**src/rtl/cropper_if.sv**
```systemverilog
// rtl/cropper_if.sv - video stream bundle between the camera source and the cropper
interface cropper_if;
   logic        pre_vs;
   logic        pre_de;
   logic [23:0] pre_data;
   logic        post_vs;
   logic        post_de;
   logic [23:0] post_data;

   // source side: drives the raw camera stream, observes the cropped stream
   modport master (
      output pre_vs, pre_de, pre_data,
      input  post_vs, post_de, post_data
   );

   // cropper side: consumes the raw stream, produces the cropped stream
   modport slave (
      input  pre_vs, pre_de, pre_data,
      output post_vs, post_de, post_data
   );
endinterface

```
**src/rtl/cropper.sv**
```systemverilog
// rtl/cropper.sv - frame-synchronous RGB888 window cropper with shadowed window registers
module cropper #(
   parameter logic [11:0] H_DISP = 12'd1280,
   parameter logic [11:0] V_DISP = 12'd720
) (
   input  logic        clk,
   input  logic        rst_n,
   input  logic        EN,
   input  logic [11:0] x_start,
   input  logic [11:0] x_end,
   input  logic [11:0] y_start,
   input  logic [11:0] y_end,
   cropper_if.slave    vid
);

   localparam logic [0:0] HBLANK = 1'b0;
   localparam logic [0:0] ACTIVE = 1'b1;

   logic [0:0]  state_q, state_d;
   logic [11:0] x_cnt_q, x_cnt_d;
   logic [11:0] y_cnt_q, y_cnt_d;
   logic        vs_prev_q;
   logic        en_sh_q, en_sh_d;
   logic [11:0] xs_sh_q, xs_sh_d;
   logic [11:0] xe_sh_q, xe_sh_d;
   logic [11:0] ys_sh_q, ys_sh_d;
   logic [11:0] ye_sh_q, ye_sh_d;
   logic        post_vs_q;
   logic        post_de_q, post_de_d;
   logic [23:0] post_data_q, post_data_d;

   logic        vs_rise;
   logic [11:0] pix_x;
   logic        in_win;

   // Window shadows: latch the live window only at the start of vertical sync
   always_comb begin
      vs_rise = vid.pre_vs & ~vs_prev_q;
      en_sh_d = en_sh_q;
      xs_sh_d = xs_sh_q;
      xe_sh_d = xe_sh_q;
      ys_sh_d = ys_sh_q;
      ye_sh_d = ye_sh_q;
      if (vs_rise) begin
         en_sh_d = EN;
         xs_sh_d = x_start;
         xe_sh_d = x_end;
         ys_sh_d = y_start;
         ye_sh_d = y_end;
      end
   end

   // Line FSM and pixel/line counters; the first pixel of a line always has index 0
   always_comb begin
      state_d = state_q;
      x_cnt_d = x_cnt_q;
      y_cnt_d = y_cnt_q;
      pix_x   = (state_q == ACTIVE) ? x_cnt_q : 12'd0;
      if (vid.pre_vs) begin
         state_d = HBLANK;
         x_cnt_d = 12'd0;
         y_cnt_d = 12'd0;
      end else if (vid.pre_de) begin
         state_d = ACTIVE;
         x_cnt_d = (pix_x == 12'hFFF) ? pix_x : pix_x + 12'd1;
      end else if (state_q == ACTIVE) begin
         state_d = HBLANK;
         x_cnt_d = 12'd0;
         y_cnt_d = (y_cnt_q == 12'hFFF) ? y_cnt_q : y_cnt_q + 12'd1;
      end
   end

   // Output qualification: vsync overrides everything, EN=0 passes de through
   always_comb begin
      in_win = (pix_x >= xs_sh_q) && (pix_x < xe_sh_q) &&
               (y_cnt_q >= ys_sh_q) && (y_cnt_q < ye_sh_q);
      post_de_d   = ~vid.pre_vs & vid.pre_de & (~en_sh_q | in_win);
      post_data_d = post_de_d ? vid.pre_data : 24'h000000;
   end

   // State, shadow and output registers
   always_ff @(posedge clk or negedge rst_n) begin
      if (!rst_n) begin
         state_q     <= HBLANK;
         x_cnt_q     <= 12'd0;
         y_cnt_q     <= 12'd0;
         vs_prev_q   <= 1'b0;
         en_sh_q     <= 1'b0;
         xs_sh_q     <= 12'd0;
         xe_sh_q     <= H_DISP;
         ys_sh_q     <= 12'd0;
         ye_sh_q     <= V_DISP;
         post_vs_q   <= 1'b0;
         post_de_q   <= 1'b0;
         post_data_q <= 24'h000000;
      end else begin
         state_q     <= state_d;
         x_cnt_q     <= x_cnt_d;
         y_cnt_q     <= y_cnt_d;
         vs_prev_q   <= vid.pre_vs;
         en_sh_q     <= en_sh_d;
         xs_sh_q     <= xs_sh_d;
         xe_sh_q     <= xe_sh_d;
         ys_sh_q     <= ys_sh_d;
         ye_sh_q     <= ye_sh_d;
         post_vs_q   <= vid.pre_vs;
         post_de_q   <= post_de_d;
         post_data_q <= post_data_d;
      end
   end

   assign vid.post_vs   = post_vs_q;
   assign vid.post_de   = post_de_q;
   assign vid.post_data = post_data_q;

endmodule

```
**src/flat_wrapper.sv**
```systemverilog
// flat-port wrapper written by rule: the top's interface ports become plain ports
module cropper_flat 
#(
   parameter logic [11:0] H_DISP = 12'd1280,
   parameter logic [11:0] V_DISP = 12'd720
)
  (clk, rst_n, EN, x_start, x_end, y_start, y_end, vid_pre_vs, vid_pre_de, vid_pre_data, vid_post_vs, vid_post_de, vid_post_data);
  cropper_if vid_i ();
  input  logic clk;
  input  logic rst_n;
  input  logic EN;
  input  logic [11:0] x_start;
  input  logic [11:0] x_end;
  input  logic [11:0] y_start;
  input  logic [11:0] y_end;
  input wire logic [$bits(vid_i.pre_vs)-1:0] vid_pre_vs;
  input wire logic [$bits(vid_i.pre_de)-1:0] vid_pre_de;
  input wire logic [$bits(vid_i.pre_data)-1:0] vid_pre_data;
  output wire logic [$bits(vid_i.post_vs)-1:0] vid_post_vs;
  output wire logic [$bits(vid_i.post_de)-1:0] vid_post_de;
  output wire logic [$bits(vid_i.post_data)-1:0] vid_post_data;
  assign vid_i.pre_vs = vid_pre_vs;
  assign vid_i.pre_de = vid_pre_de;
  assign vid_i.pre_data = vid_pre_data;
  assign vid_post_vs = vid_i.post_vs;
  assign vid_post_de = vid_i.post_de;
  assign vid_post_data = vid_i.post_data;
  cropper #(.H_DISP(H_DISP), .V_DISP(V_DISP)) u_core (.clk(clk), .rst_n(rst_n), .EN(EN), .x_start(x_start), .x_end(x_end), .y_start(y_start), .y_end(y_end), .vid(vid_i));
endmodule
```
**config.mk**
```make
export PLATFORM = sky130hd
export DESIGN_NAME = cropper_flat
export DESIGN_NICKNAME = d
export VERILOG_FILES = /design/src/rtl/cropper_if.sv /design/src/rtl/cropper.sv /design/src/flat_wrapper.sv
export SDC_FILE = /design/constraint.sdc
export NUM_CORES = 1
export LEC_CHECK = 0
export BUFFER_PORTS_ARGS = -buffer_cell sky130_fd_sc_hd__buf_2
export CORE_AREA = 2 2 174 108
export DETAILED_ROUTE_END_ITERATION = 10
export DIE_AREA = 0 0 176 110
export PLACE_DENSITY_LB_ADDON = 0.05
export SLEW_MARGIN = 20
export SYNTH_ARGS = -nofsm -noshare
export SYNTH_HDL_FRONTEND = slang
export SYNTH_SLANG_ARGS = --single-unit
```
**constraint.sdc**
```tcl
create_clock -name clk -period 6.5 [get_ports clk]
set_clock_uncertainty 0.1 [all_clocks]
set_input_delay 0.325 -clock clk [delete_from_list [all_inputs] [get_ports clk]]
set_output_delay 0.325 -clock clk [all_outputs]
set_load 0.01 [all_outputs]
```
======== Word level (Yosys, flattened, before mapping) ========
Cells that the tools add are included.
operators by class
  bitwise gates (word level) .............. 7
  $lt $le $gt $ge ......................... 4
  muxes and demuxes ....................... 12
  $add $sub $neg .......................... 2
  reductions and logical operators ........ 6
  eq/ne operators ......................... 4
operator list
  kind                     count
  $mux W12                 9
  $add A12 B1 Y12 const B  2
  $eq A12 B12 Y1 const B   2
  $ge A12 B12 Y1           2
  $lt A12 B12 Y1           2
  $mux W24                 1
  $ne A2 B2 Y1 const B     2
  $and A1 B1 Y1            3
  $logic_and A1 B1 Y1      3
  $not A1 Y1               3
  $reduce_and A3 Y1        1
  $reduce_bool A3 Y1       1
  $mux W1                  2
  $reduce_bool A2 Y1       1
  $or A1 B1 Y1             1
storage, ports and cells
  logic and storage cells ................. 46
  bits of input ports ..................... 77
  output and inout bits ................... 26
  register bits ........................... 100

======== Depth between registers and ports, before layout ========
  depth in word-level cells ............... 8
  depth in mapped cells ................... 12
  mapped depth without buffers ............ 9

======== Worst setup path before layout ========
Ideal clock, no wire load.
  path kind ............................... register to register
  from .................................... register u_core.state_q
  to ...................................... register u_core.post_data_q[10], in the netlist u_core.vid.post_data[10]
  path buffers ............................ 4
  slack ................................... 3.817 ns
  clock period less this slack ............ 2.683 ns
  setup time .............................. 0.117 ns
  data required time ...................... 6.283 ns
  arrival ................................. 2.466 ns
  cell stages (with the launch flop) ...... 12
  cell sequence ........................... dfrtp_1 > buf_6 > buf_2 > clkbuf_1 > and2_1 > ha_1 > a2111oi_0 > nor4b_2 > o41ai_2 > o31ai_4 > buf_6 > and2_4
on the way
  word-level cells in the longest chain between the ends .. 8
  elaborated cells between the ends (all ways) .. 9
  those cells by class .................... order compare (2); mux (2); bitwise (2); reduce/logical (3)
ends and longest elaborated chain
  what                                                     line            source
  start, declared                                          cropper.sv:19   logic [0:0] state_q, state_d;
  start signal, assigned                                   cropper.sv:97   state_q <= state_d;
  $mux W12 (*)                                             cropper.sv:58   pix_x = (state_q == ACTIVE) ? x_cnt_q : 12'd0;
  $ge A12 B12 Y1 / $lt A12 B12 Y1 (equally long branches)  cropper.sv:75   in_win = (pix_x >= xs_sh_q) && (pix_x < xe_sh_q) &&
  $logic_and A1 B1 Y1 (*) (2 in a row)                     cropper.sv:75
  $logic_and A1 B1 Y1 (*)                                  cropper.sv:76   (y_cnt_q >= ys_sh_q) && (y_cnt_q < ye_sh_q);
  $or A1 B1 Y1 (*)                                         cropper.sv:77   post_de_d = ~vid.pre_vs & vid.pre_de & (~en_sh_q | in_win);
  $and A1 B1 Y1 (*)                                        cropper.sv:77
  $mux W24 (*)                                             cropper.sv:78   post_data_d = post_de_d ? vid.pre_data : 24'h000000;
  via u_core.post_data_d[10]                               cropper.sv:30   logic [23:0] post_data_q, post_data_d;
  end signal, assigned                                     cropper.sv:108  post_data_q <= post_data_d;
  end, declared                                            cropper.sv:30
The timed path passes the listed nets; every way through them passes the cells marked *.
A chain may end at the register's enable or synchronous reset.

======== Final worst setup path ========
  from .................................... register u_core.state_q
  to ...................................... register u_core.post_data_q[13], in the netlist u_core.vid.post_data[13]
Same word-level chain as after synthesis.

==> flow_summary.yaml <==
clock_network:
  clock_latency_ns: 0.35
  clockBufferDepth: 2
  cts_setup_buffers: 0
  cts_buffers: 9
  cts_hold_buf: 1
  clock-root-buffer: "clkbuf_16"
  cts_tree: "done"
  clk_pin_slew_worst_paths_ns: 0.07
  cts.sinks: 100
  cts_resized: 0
  h-tree-depth: 3
detailed_routing:
  drt-vias-per-instance: 4.549
  drt-total-wl_mm: 13.27
  drtPass1Iterations: 4
  drt_iter0_drc: 307
  vias: 3944
  wire_per_inst_um: 15.30
  route.detailed.drc: 0
  ant_nets: 0
yosys:
  yosys_warnings: 0
  async_reset_ff_share_pct: 100.0
  syn_inst: 528
  synthMostInstantiatedCell: "dfrtp_1"
  synth_largest_area_cell: "dfrtp_1"
  synth_top_family_by_area: "simple AND/OR/NAND/NOR gates"
  synth_xor_xnor_area_share_pct: 1.500
  synth_edf_count: 0
  synth_fa_ha_area_share_pct: 10.95
  synth.net_count: 651
  synth_area_per_cell_sq_um: 9.955
  ys_top_cells_by_area: "dfrtp_1 (45%), ha_1 (11%), o21ai_0 (5.5%)"
  ys_seq_area_share_pct: 47.75
  yosysTopAreaCellShare_pct: 44.75
  synth_compound_area_share_pct: 14.73
  ys_ff_latch: 100
  synth_simple_gate_area_share_pct: 17.85
  synth_flop_cell: "dfrtp_1"
  synth_common_cells: "dfrtp_1 (94), nand2_1 (62), o21ai_0 (58)"
  muxShareOfSynthArea_pct: 1.476
  synth_cell_types: 53
  syn_area_sq_um: 5256
timing:
  finalCritPeriodShare_pct: 50.29
  slew_headroom_pct: 36.23
  final.setup.tns_ns: 0
  period_minus_slack_ns: 3.269
  tightest_slew_ns: 0.9566
  fmax_mhz: 305.9
  setup_viol: 0
  hold_violations: 0
  grt_setup_unrepaired: "no"
  slew_viol_final: 0
grt:
  antenna_found_initial: 0
  track_usage_pct: 14.40
  grt_pass1_wl_mm: 21.00
  grt_max_degree: 93
  overflow: 0
  grt_pass1_vias: 3733
critical_path:
  crit_type: "flop to flop"
  start_kind: "flop"
  cp-end-kind: "flop"
  cp-startpoint: "u_core.state_q$_DFF_PN0_"
  rrSetupSlack_ns: 3.23
  worstPathMaxFanout: 27
  worstPathRequired_ns: 6.68
  arrival_ns: 3.45
  r2r-start: "u_core.state_q$_DFF_PN0_"
floorplan:
  core_area_sq_um: 17730
  die_h_um: 110
  start_util_pct: 29.64
  rows: 38
  num_io_pins: 103
  dieArea_sq_um: 19360
  die_w_um: 176
pwr:
  leakage_nw: 3.102
  p_sw_w: 0.0003714
  combPwrFrac_pct: 13.0
  powerDensity_nw_per_um2: 225.8
  p_int_w: 0.001048
  irDropWorstVdd_mv: 0.1084
  swShare_pct: 26.17
  clockPowerShare_pct: 38.4
  p_seq_share_pct: 48.6
hold_path:
  hp-class: "input pin to flop"
  hp-start: "y_start[5]"
final_layout:
  syn_to_final_growth_pct: 19.54
  final_area_sq_um: 6284
  nets: 745
  diodes: 0
  drive_gt1_share_pct: 25.52
  nFillCells: 1824
  seq_area_sq_um: 2510
  multi_input_area_sq_um: 2452
placement:
  gp_congestion: 0.8381
  dp_hpwl_mm: 10.03
  portBuffers: 102
  place_area_sq_um: 5978
job:
  maxCapViolations: 0
outcome:
  status: "complete, no violations"
## worst max-delay path, stage by stage, from the launching register on
cell and delay [ns]:
dfrtp_1 0.79, and2_1 0.27, ha_1 0.26, a21oi_1 0.19, a21oi_1 0.09, o31ai_1 0.29, o41ai_2 0.15, o31ai_4 0.78
and2_4 0.27
## cell type report
| type | count | share of cell area, % |
|---|---|---|
| inverters | 50 | 2.987 |
| clock buffers | 11 | 3.704 |
| well taps | 240 | 4.779 |
| clock inverters | 5 | 0.9956 |
| multi-input cells | 356 | 39.03 |
| flip-flops and latches | 100 | 39.94 |
| repair buffers | 105 | 8.562 |
## routing by layer
layer | GRT usage [%] | part of all wire, % | vias to the layer above
met5 | 0 | 0 | -
met4 | 3.719 | 0.60 | 0
met3 | 3.738 | 5.3 | 6
met2 | 16.93 | 37 | 94
met1 | 24.25 | 57 | 1842
li1 | - | - | 2002
## state kept, by name (all words and copies together), names as in the netlist
signal                flops
u_core.vid.post_data     24
u_core.x_cnt_q           12
u_core.xe_sh_q           12
u_core.xs_sh_q           12
u_core.y_cnt_q           12
u_core.ye_sh_q           12
u_core.ys_sh_q           12
u_core.en_sh_q            1
u_core.state_q            1
u_core.vid.post_de        1
u_core.vs_prev_q          1
## power groups by stage
stage | logic [W] | clock network [W] | registers (W)
6_report | 0.000185 | 0.000545 | 0.000690
3_3_place_gp | 0.000184 | 0 | 0.000702
5_1_grt | 0.000215 | 0.000590 | 0.000696
2_1_floorplan | 0.000110 | 0 | 0.000699
4_1_cts | 0.000190 | 0.000566 | 0.000690
3_5_place_dp | 0.000189 | 0 | 0.000701
## placed cells by master, fill, tap and decap left out, drive strengths merged, types with 2 or more instances in the layout
master / n
o21ai: 58
and4: 4
clkbuf: 11
and3: 5
o21a: 2
o2111ai: 3
a21oi: 18
a211oi: 2
nor2b: 5
dfrtp: 94
nor2: 25
a221oi: 2
and2: 38
nor3: 6
nand4: 9
dfstp: 6
a311oi: 4
o31ai: 4
nand2: 63
or3: 3
a31oi: 7
clkinvlp: 2
clkinv: 2
a41oi: 2
nand2b: 5
a211o: 2
a22oi: 5
inv: 50
a21o: 4
xor2: 4
nor4: 2
xnor2: 5
a21boi: 2
buf: 104
ha: 46
nand3: 5
o211ai: 2
mux2: 6
## cells by family (layout without fill, tap and decap cells)
group / Yosys count / after routing
and+or+nand+nor: 173 / 173
AOI/OAI and AO/OA: 121 / 121
DFF: 100 / 100
buffers and inverters: 72 / 171
adders and majority gates: 46 / 46
xor gates and xnor gates: 9 / 9
muxes: 7 / 7
## final timing paths
check	endpoint	cells after the start
worst max-delay path	u_core.vid.post_data[13]$_DFF_PN0_	8
worst min-delay path	u_core.ys_sh_q[5]$_DFFE_PN0P_	3
worst max register to register	u_core.vid.post_data[13]$_DFF_PN0_	8
worst min register to register	u_core.en_sh_q$_DFFE_PN0P_	1
max in group asynchronous	u_core.vid.post_data[22]$_DFF_PN0_	3
min in group asynchronous	u_core.ye_sh_q[1]$_DFFE_PN0P_	2
## per-stage QoR
step	hold WS (ns)	setup WS, ns	utilization [%]	std cells	total power, W
6_report	0.07677	3.231	35.43	867	0.001419
5_1_grt	0.07206	2.797	35.43	867	0.001501
4_1_cts	0.06407	3.157	35.43	867	0.001445
3_5_place_dp	0.2800	3.168	33.71	850	0.0008901
3_3_place_gp	0.2711	3.252	33.71	850	0.0008865
2_1_floorplan	-0.07059	3.817	-	528	0.0008093
Note: power is estimated with default switching activity, not from simulation.
